`config.mk`:
```
export PLATFORM = sky130hd
export DESIGN_NAME = seq_onehot_decoder
export DESIGN_NICKNAME = d
export VERILOG_FILES = /design/src/rtl/seq_onehot_decoder_pkg.sv /design/src/rtl/seq_onehot_decoder_scan_timer.sv /design/src/rtl/seq_onehot_decoder.sv
export SDC_FILE = /design/constraint.sdc
export NUM_CORES = 1
export LEC_CHECK = 0
export ABC_AREA = 1
export BUFFER_PORTS_ARGS = -buffer_cell sky130_fd_sc_hd__buf_2
export CAP_MARGIN = 20
export CORE_MARGIN = 2
export CORE_UTILIZATION = 36
export CTS_CLUSTER_SIZE = 20
export DETAILED_ROUTE_END_ITERATION = 8
export PLACE_DENSITY = 0.72
export SYNTH_ARGS = -nofsm -noshare
export SYNTH_HDL_FRONTEND = slang
export SYNTH_HIERARCHICAL = 1
export SYNTH_SLANG_ARGS = --single-unit
```
`constraint.sdc`:
```
create_clock -name clk -period 0.95 [get_ports clk]
set_input_delay 0.1425 -clock clk [delete_from_list [all_inputs] [get_ports clk]]
set_output_delay 0.1425 -clock clk [all_outputs]
set_load 0.01 [all_outputs]
```
`src/rtl/seq_onehot_decoder_pkg.sv`:
```
// ============================================================================
// Module   : seq_onehot_decoder_pkg
// Purpose  : Mode encodings and one-hot encode helper for seq_onehot_decoder.
// Revision : 1.0 - initial release
// ============================================================================
`default_nettype none

package seq_onehot_decoder_pkg;

    localparam logic [1:0] MODE_LATCH = 2'b00;
    localparam logic [1:0] MODE_PULSE = 2'b01;
    localparam logic [1:0] MODE_SCAN  = 2'b10;
    localparam logic [1:0] MODE_RSVD  = 2'b11;

    // Encoder is sized for the widest supported select; callers truncate.
    localparam int MAX_SEL_W = 8;
    localparam int MAX_OUT_W = 2 ** MAX_SEL_W;

    function automatic logic [MAX_OUT_W-1:0] onehot_enc(input logic [MAX_SEL_W-1:0] idx);
        logic [MAX_OUT_W-1:0] vec;
        vec      = '0;
        vec[idx] = 1'b1;
        return vec;
    endfunction

endpackage

`default_nettype wire

```
`src/rtl/seq_onehot_decoder_scan_timer.sv`:
```
// ============================================================================
// Module   : seq_onehot_decoder_scan_timer
// Purpose  : Dwell counter, ring index and wrap pulse for the SCAN mode.
// Revision : 1.0 - initial release
// ============================================================================
`default_nettype none

module seq_onehot_decoder_scan_timer #(
    parameter int SEL_W   = 3,
    parameter int DWELL_W = 16
) (
    input  logic               clk,
    input  logic               rst_n,
    input  logic               clr,
    input  logic [DWELL_W-1:0] dwell,
    input  logic [SEL_W-1:0]   last,
    output logic [SEL_W-1:0]   idx,
    output logic               wrap
);

    localparam logic [SEL_W-1:0] IDX_MAX = {SEL_W{1'b1}};

    logic [DWELL_W-1:0] cnt_q, cnt_d;
    logic [SEL_W-1:0]   idx_q, idx_d;
    logic               wrap_pre_q, wrap_pre_d;
    logic               wrap_q, wrap_d;

    // The index wraps on one edge, but the decoder shows onehot(0) one edge
    // later, so the wrap flag is staged once to line up with that output.
    always_comb begin
        cnt_d      = cnt_q;
        idx_d      = idx_q;
        wrap_pre_d = 1'b0;
        wrap_d     = wrap_pre_q;
        if (clr) begin
            cnt_d  = '0;
            idx_d  = '0;
            wrap_d = 1'b0;
        end else if (cnt_q == dwell) begin
            cnt_d      = '0;
            // Natural overflow at IDX_MAX covers an index left above last.
            wrap_pre_d = (idx_q == last) || (idx_q == IDX_MAX);
            idx_d      = (idx_q == last) ? '0 : idx_q + SEL_W'(1);
        end else begin
            cnt_d = cnt_q + DWELL_W'(1);
        end
    end

    always_ff @(posedge clk or negedge rst_n) begin
        if (!rst_n) begin
            cnt_q      <= '0;
            idx_q      <= '0;
            wrap_pre_q <= 1'b0;
            wrap_q     <= 1'b0;
        end else begin
            cnt_q      <= cnt_d;
            idx_q      <= idx_d;
            wrap_pre_q <= wrap_pre_d;
            wrap_q     <= wrap_d;
        end
    end

    assign idx  = idx_q;
    assign wrap = wrap_q;

endmodule

`default_nettype wire

```
`src/rtl/seq_onehot_decoder.sv`:
```
// ============================================================================
// Module   : seq_onehot_decoder
// Purpose  : Registered SEL_W-to-2^SEL_W one-hot decoder with LATCH, PULSE
//            and (with SEQ_ONEHOT_DECODER_SCAN_EN defined) SCAN modes.
// Revision : 1.0 - initial release
// ============================================================================
`default_nettype none

module seq_onehot_decoder
    import seq_onehot_decoder_pkg::*;
#(
    parameter int SEL_W   = 3,
    parameter int DWELL_W = 16
) (
    input  logic                 clk,
    input  logic                 rst_n,
    input  logic                 enable,
    input  logic [1:0]           mode,
    input  logic [SEL_W-1:0]     sel,
    input  logic                 sel_valid,
    input  logic [DWELL_W-1:0]   dwell,
    input  logic [SEL_W-1:0]     last,
    output logic [2**SEL_W-1:0]  out,
    output logic [SEL_W-1:0]     out_idx,
    output logic                 wrap
);

    localparam int OUT_W = 2 ** SEL_W;

    logic [OUT_W-1:0] out_q, out_d;
    logic [SEL_W-1:0] out_idx_q, out_idx_d;
    logic [1:0]       mode_q, mode_d;

    logic             w_clear;
    logic [OUT_W-1:0] w_sel_onehot;

    assign w_clear      = !enable || (mode != mode_q);
    assign w_sel_onehot = OUT_W'(onehot_enc(MAX_SEL_W'(sel)));

`ifdef SEQ_ONEHOT_DECODER_SCAN_EN
    logic             w_scan_run;
    logic [SEL_W-1:0] w_scan_idx;
    logic [OUT_W-1:0] w_scan_onehot;
    logic             w_scan_wrap;

    // Timer is held cleared whenever this edge is not a running SCAN edge.
    assign w_scan_run    = !w_clear && (mode_q == MODE_SCAN);
    assign w_scan_onehot = OUT_W'(onehot_enc(MAX_SEL_W'(w_scan_idx)));

    seq_onehot_decoder_scan_timer #(
        .SEL_W   (SEL_W),
        .DWELL_W (DWELL_W)
    ) u_scan_timer (
        .clk   (clk),
        .rst_n (rst_n),
        .clr   (!w_scan_run),
        .dwell (dwell),
        .last  (last),
        .idx   (w_scan_idx),
        .wrap  (w_scan_wrap)
    );

    assign wrap = w_scan_wrap;
`else
    logic w_unused_scan_cfg;
    assign w_unused_scan_cfg = ^{dwell, last};
    assign wrap              = 1'b0;
`endif

    always_comb begin
        out_d     = out_q;
        out_idx_d = out_idx_q;
        mode_d    = mode;
        if (w_clear) begin
            out_d     = '0;
            out_idx_d = '0;
        end else begin
            case (mode_q)
                MODE_LATCH: begin
                    if (sel_valid) begin
                        out_d     = w_sel_onehot;
                        out_idx_d = sel;
                    end
                end
                MODE_PULSE: begin
                    out_d     = sel_valid ? w_sel_onehot : '0;
                    out_idx_d = sel_valid ? sel : '0;
                end
`ifdef SEQ_ONEHOT_DECODER_SCAN_EN
                MODE_SCAN: begin
                    out_d     = w_scan_onehot;
                    out_idx_d = w_scan_idx;
                end
`endif
                default: begin
                    out_d     = '0;
                    out_idx_d = '0;
                end
            endcase
        end
    end

    always_ff @(posedge clk or negedge rst_n) begin
        if (!rst_n) begin
            out_q     <= '0;
            out_idx_q <= '0;
            mode_q    <= MODE_LATCH;
        end else begin
            out_q     <= out_d;
            out_idx_q <= out_idx_d;
            mode_q    <= mode_d;
        end
    end

    assign out     = out_q;
    assign out_idx = out_idx_q;

endmodule

`default_nettype wire

```
* After elaboration in Yosys (flattened, before gate mapping)
Cells that the tools add are included.
** Storage, ports and cells
- Register bits after elaboration :: 13
- Latch bits :: 0
- Memory bits (writable) :: 0
- Memory bits (read-only) :: 0
- Input bits :: 28
- Output and inout port bits :: 12
- Logic and storage cells :: 22
- Memories :: 0
** Cells by class
- Add/subtract/negate cells :: 0
- Multiply operators :: 0
- Divide/modulo/power cells :: 0
- $lt $le $gt $ge :: 2
- Equal/unequal tests :: 3
- Shift operators :: 0
- Muxes and demuxes :: 10
- Bitwise logic cells :: 0
- Reduce and logical (&&, ||, !) cells :: 4
** Operator list (number)
- $mux W8 :: 3
- $pmux W8 S2 :: 1
- $lt A3 B9 Y1 const B :: 1
- $mux W3 :: 3
- $pmux W3 S2 :: 1
- $demux W1 S3 :: 1
- $ge A3 B1 Y1 const B :: 1
- $ne A3 B3 Y1 const B :: 1
- $eq A2 B1 Y1 const B :: 1
- $logic_not A2 Y1 :: 1
- $ne A2 B2 Y1 :: 1
- $logic_and A1 B1 Y1 :: 1
- $logic_not A1 Y1 :: 1
- $logic_or A1 B1 Y1 :: 1
- $mux W1 :: 1

* Logic depth before layout (Yosys ltp)
- Depth after elaboration :: 7
- Gate-level depth with buffers :: 7

* Least setup slack after synthesis
Ideal clock, no wire load.
- Path type :: register to register
- Start :: reg mode_q[0]
- End :: reg out_q[2] (netlist: out[2])
- Setup time :: 0.066 ns
- Arrival :: 0.953 ns
- Required time :: 0.884 ns
- Slack :: -0.069 ns
- Cell stages (with the launch flop) :: 7
- Buffers on the path :: 1
- Clock period less this slack :: 1.019 ns
- Path through :: dfrtp_1 -> nand2_1 -> nand2_1 -> nor2_4 -> buf_6 -> nand4_1 -> nand2_1
** On the way
- Word-level cells in the longest chain between the ends :: 3
- Elaborated cells between the ends (all ways) :: 7
- Those cells by class :: eq/ne: 3; mux: 2; reduce/logical: 2
** RTL lines
- start: declaration :: RTL line seq_onehot_decoder.sv:32 : logic [1:0] mode_q, mode_d;
- start signal: assignment :: RTL line seq_onehot_decoder.sv:111 : mode_q <= mode_d;
- $eq A2 B1 Y1 (tied with other cells) :: RTL line seq_onehot_decoder.sv:78 : case (mode_q)
- $pmux W8 S2 / $logic_or A1 B1 Y1 (equally long branches) :: RTL line seq_onehot_decoder.sv:78, seq_onehot_decoder.sv:37
- $mux W8 / $ne A3 B3 Y1 (equally long branches)
- end signal: assignment :: RTL line seq_onehot_decoder.sv:109 : out_q <= out_d;
- end: declaration :: RTL line seq_onehot_decoder.sv:30 : logic [OUT_W-1:0] out_q, out_d;
Several ways; a longest one is shown, not always the timed one.
A chain may end at the register's enable or synchronous reset.

* Final worst setup path
- Start :: reg mode_q[0]
- End :: reg out_idx_q[1] (netlist: out_idx[1])
** On the way
- Word-level cells in the longest chain between the ends :: 3
- Elaborated cells between the ends (all ways) :: 7
- Those cells by class :: eq/ne: 3; mux: 2; reduce/logical: 2
** RTL lines
- $eq A2 B1 Y1 (tied with other cells) :: RTL line seq_onehot_decoder.sv:78
- $pmux W3 S2 / $logic_or A1 B1 Y1 (equally long branches) :: RTL line seq_onehot_decoder.sv:78, seq_onehot_decoder.sv:37
- $mux W3 / $ne A3 B3 Y1 (equally long branches)
- end signal: assignment :: RTL line seq_onehot_decoder.sv:110 : out_idx_q <= out_idx_d;
- end: declaration :: RTL line seq_onehot_decoder.sv:31 : logic [SEL_W-1:0] out_idx_q, out_idx_d;
Several ways; a longest one is shown, not always the timed one.

==> metrics.md <==
| Metric | Value |
|---|---|
| Pre-antenna DRT Iters | 4 |
| Count of cell types in the netlist | 14 |
| Adder-cell share of the synthesized area | 0% |
| Min Tclk post-route | 1.06 ns |
| Clock root buffer | clkbuf_4 |
| Synth top area cells | dfrtp_1 51%, nand4_1 17%, nand2_1 11% |
| Startpoint types | flop |
| Global Route Usage Sum | 14.5% |
| Synth Register Bits | 13 |
| DRC | 0 |
| Slew Viols, Final | 0 |
| XOR/XNOR Fraction of Synth Area | 0% |
| Htree depth | 1 |
| Initial core utilization | 37.6% |
| Synth Warn # | 6 |
| First-pass GRT wire length | 2180 um |
| Die height | 46.2 um |
| P&R area growth vs syn | 41.1% |
| Number of synthesized flops with an enable pin | 0 |
| Total Power | 1.09 mW |
| Final ANT Viol Nets | 0 |
| Clock skew | 0.000990 ns |
| Post-synth net total | 102 |
| Die width | 46.2 um |
| Synth area leader | dfrtp_1 |
| CP required | 1.16 ns |
| CORE AREA | 1710 um^2 |
| Top cell type's share of synthesized area | 50.7% |
| Peak supply drop | 0.000746 V |
| CTS tree | yes |
| Hold crit path type | in -> reg |
| Main combinational cell family by area after synthesis | simple AND/OR/NAND/NOR gates |
| Psw | 292 uW |
| Seq/Total Area, Yosys | 50.7% |
| Clock slew at reported path FFs | 0.08 ns |
| Leading cell type by number of instances after synthesis | nand2_1 |
| Mapped Cells | 74 |
| Final critical-path share of the clock period | 111% |
| Outcome | finished with violations |
| Grt total ovfl | 0 |
| Total number of vias | 627 |
| Top FF cell, synth | dfrtp_1 |
| Combinational Power Share | 15.8% |
| Longest Clk Path Bufs | 2 |
| # clock sinks | 13 |
| CP Max Fanout | 19 |
| Final Hold Fails | 0 |
| Final setup violation count | 11 |
| CTS Buf Count | 3 |
| Worst skew pair latency | 0.28 ns |
| Initial antenna violation count | 0 |
| Detailed Route Iter0 Violations | 5 |
| Top Ports | 40 |
| Final WL | 1400 um |
| Ys async rst share | 100% |
| Leak Pwr | 0.513 nW |
| Complex-gate fraction of the synthesized area | 1.56% |
| Vias in the first global route | 527 |
| Avg Vias per Cell | 4.79 |
| Power per cell area | 1200 nW/um^2 |
| Switching share of power | 26.8% |
| Setup TNS | -0.954 ns |
| Worst setup slack after layout | -0.105 ns |
| Clock network fraction of total power | 32.2% |
| Crit. End Element | flop |
| Largest net degree at the start of global routing | 20 |
| Half-perimeter wire length after placement | 1010 um |
| Simple-gate share of the synthesized area | 37.2% |
| Placer Congestion | 0.827 |
| Achievable Freq | 948 MHz |
| Failing checks | negative setup slack |
| FP Rows | 15 |
| Unrepaired setup endpoints after global routing | yes |
| Diodes inserted | 0 |
| Share of cells above drive strength 1 | 38.7% |
| Layout Nets | 135 |
| CP arrival | 1.26 ns |
| Synth top cells by count | 18 x nand2_1, 17 x nand4_1, 13 x dfrtp_1 |
| Max-cap viol count | 0 |
| Synth Cell Area | 642 um^2 |
| Port buffer count | 19 |
| Flop pwr share | 52.1% |
| Mapped Avg Cell Area | 8.67 um^2 |
| Multiplexer share of the synthesized area | 0% |
| WS Path Type | reg -> reg |
| Internal Pwr Total | 794 uW |
| WL per Instance | 10.7 um |
| Full die area | 2140 um^2 |
==> cells in the final DEF, fill, tap and decap left out <==
cell,instances
a21oi_2,1
nand4_1,17
nor2_1,4
nand3_1,3
nand2_1,16
nor3_2,1
inv_1,6
buf_4,8
nand2_2,3
inv_2,1
conb_1,1
buf_2,19
buf_12,2
clkbuf_4,3
nor2_2,1
dlygate4sd3_1,3
nor2_4,2
dfrtp_1,13
a21oi_1,1
clkbuf_1,1
==> metal layers <==
| metal | up-vias | share of wire (%) | GRT usage [%] |
|---|---|---|---|
| li1 | 318 | - | - |
| met1 | 293 | 45 | 19.2 |
| met2 | 13 | 51 | 22.8 |
| met3 | 3 | 2.9 | 2.35 |
| met4 | 0 | 1.2 | 6.86 |
| met5 | - | 0 | 0 |
==> power groups by stage <==
stage | clock network [mW] | registers (mW) | logic (mW)
2_1_floorplan | 0 | 0.577 | 0.0832
4_1_cts | 0.354 | 0.565 | 0.166
3_3_place_gp | 0 | 0.576 | 0.150
3_5_place_dp | 0 | 0.577 | 0.153
6_report | 0.349 | 0.565 | 0.171
5_1_grt | 0.388 | 0.567 | 0.188
==> final timing paths <==
| kind | slack [ns] | endpoint | from | cells past startpoint |
|---|---|---|---|---|
| min in group asynchronous | 0.27 | out[6] | rst_n | 2 |
| min reg2reg | 0.51 | out[6] | out[6] | 2 |
| max | -0.11 | out_idx[1] | mode_q[0] | 6 |
| max in group asynchronous | 0.46 | out[7] | rst_n | 2 |
| max reg2reg | -0.11 | out_idx[1] | mode_q[0] | 6 |
| min | 0.16 | out_idx[1] | sel_valid | 3 |
==> final cells by class <==
type	count	area [um^2]
repair buffers	32	225
well taps	25	31.3
fillers	158	802
multi-input cells	50	272
inverters	7	26.3
flip-flops and latches	13	325
clock buffers	4	26.3
==> logic make-up after synthesis <==
family          after synthesis
simple gates                 47
flops                        13
buf+inv                      11
compound gates                2
other cells                   1
==> through the flow <==
stage          utilization, %  hold WS (ns)  cell area (um^2)  cells  setup slack (ns)
6_report                 53.0         0.156               906    131            -0.105
5_1_grt                  53.0         0.161               906    131            -0.189
4_1_cts                  51.9         0.160               887    130            -0.118
3_5_place_dp             46.6        0.0466               796    119            -0.126
3_3_place_gp             46.6        0.0398               796    119            -0.117
2_1_floorplan               -        -0.153               644     74           -0.0621
==> repair_timing <==
action | CTS | global route
resized for setup | 2 | 3
endpoints found under the setup margin | 15 | 22
pin swaps | 1 | 0
hold endpoints to repair | 15 | 0
buffers inserted | 4 | 1
hold buffers | 3 | 0
==> critical path, stage by stage, from the launching register on <==
cell     delay, ns
dfrtp_1       0.41
nand2_1       0.09
nand2_2       0.06
nor2_4        0.09
buf_12        0.15
nand2_2       0.07
a21oi_1       0.12
==> flip-flops by register name, indices dropped and copies added (netlist names) <==
| register | cells |
|---|---|
| out_idx | 3 |
| out | 8 |
| mode_q | 2 |
(Power assumes the default switching activity.)
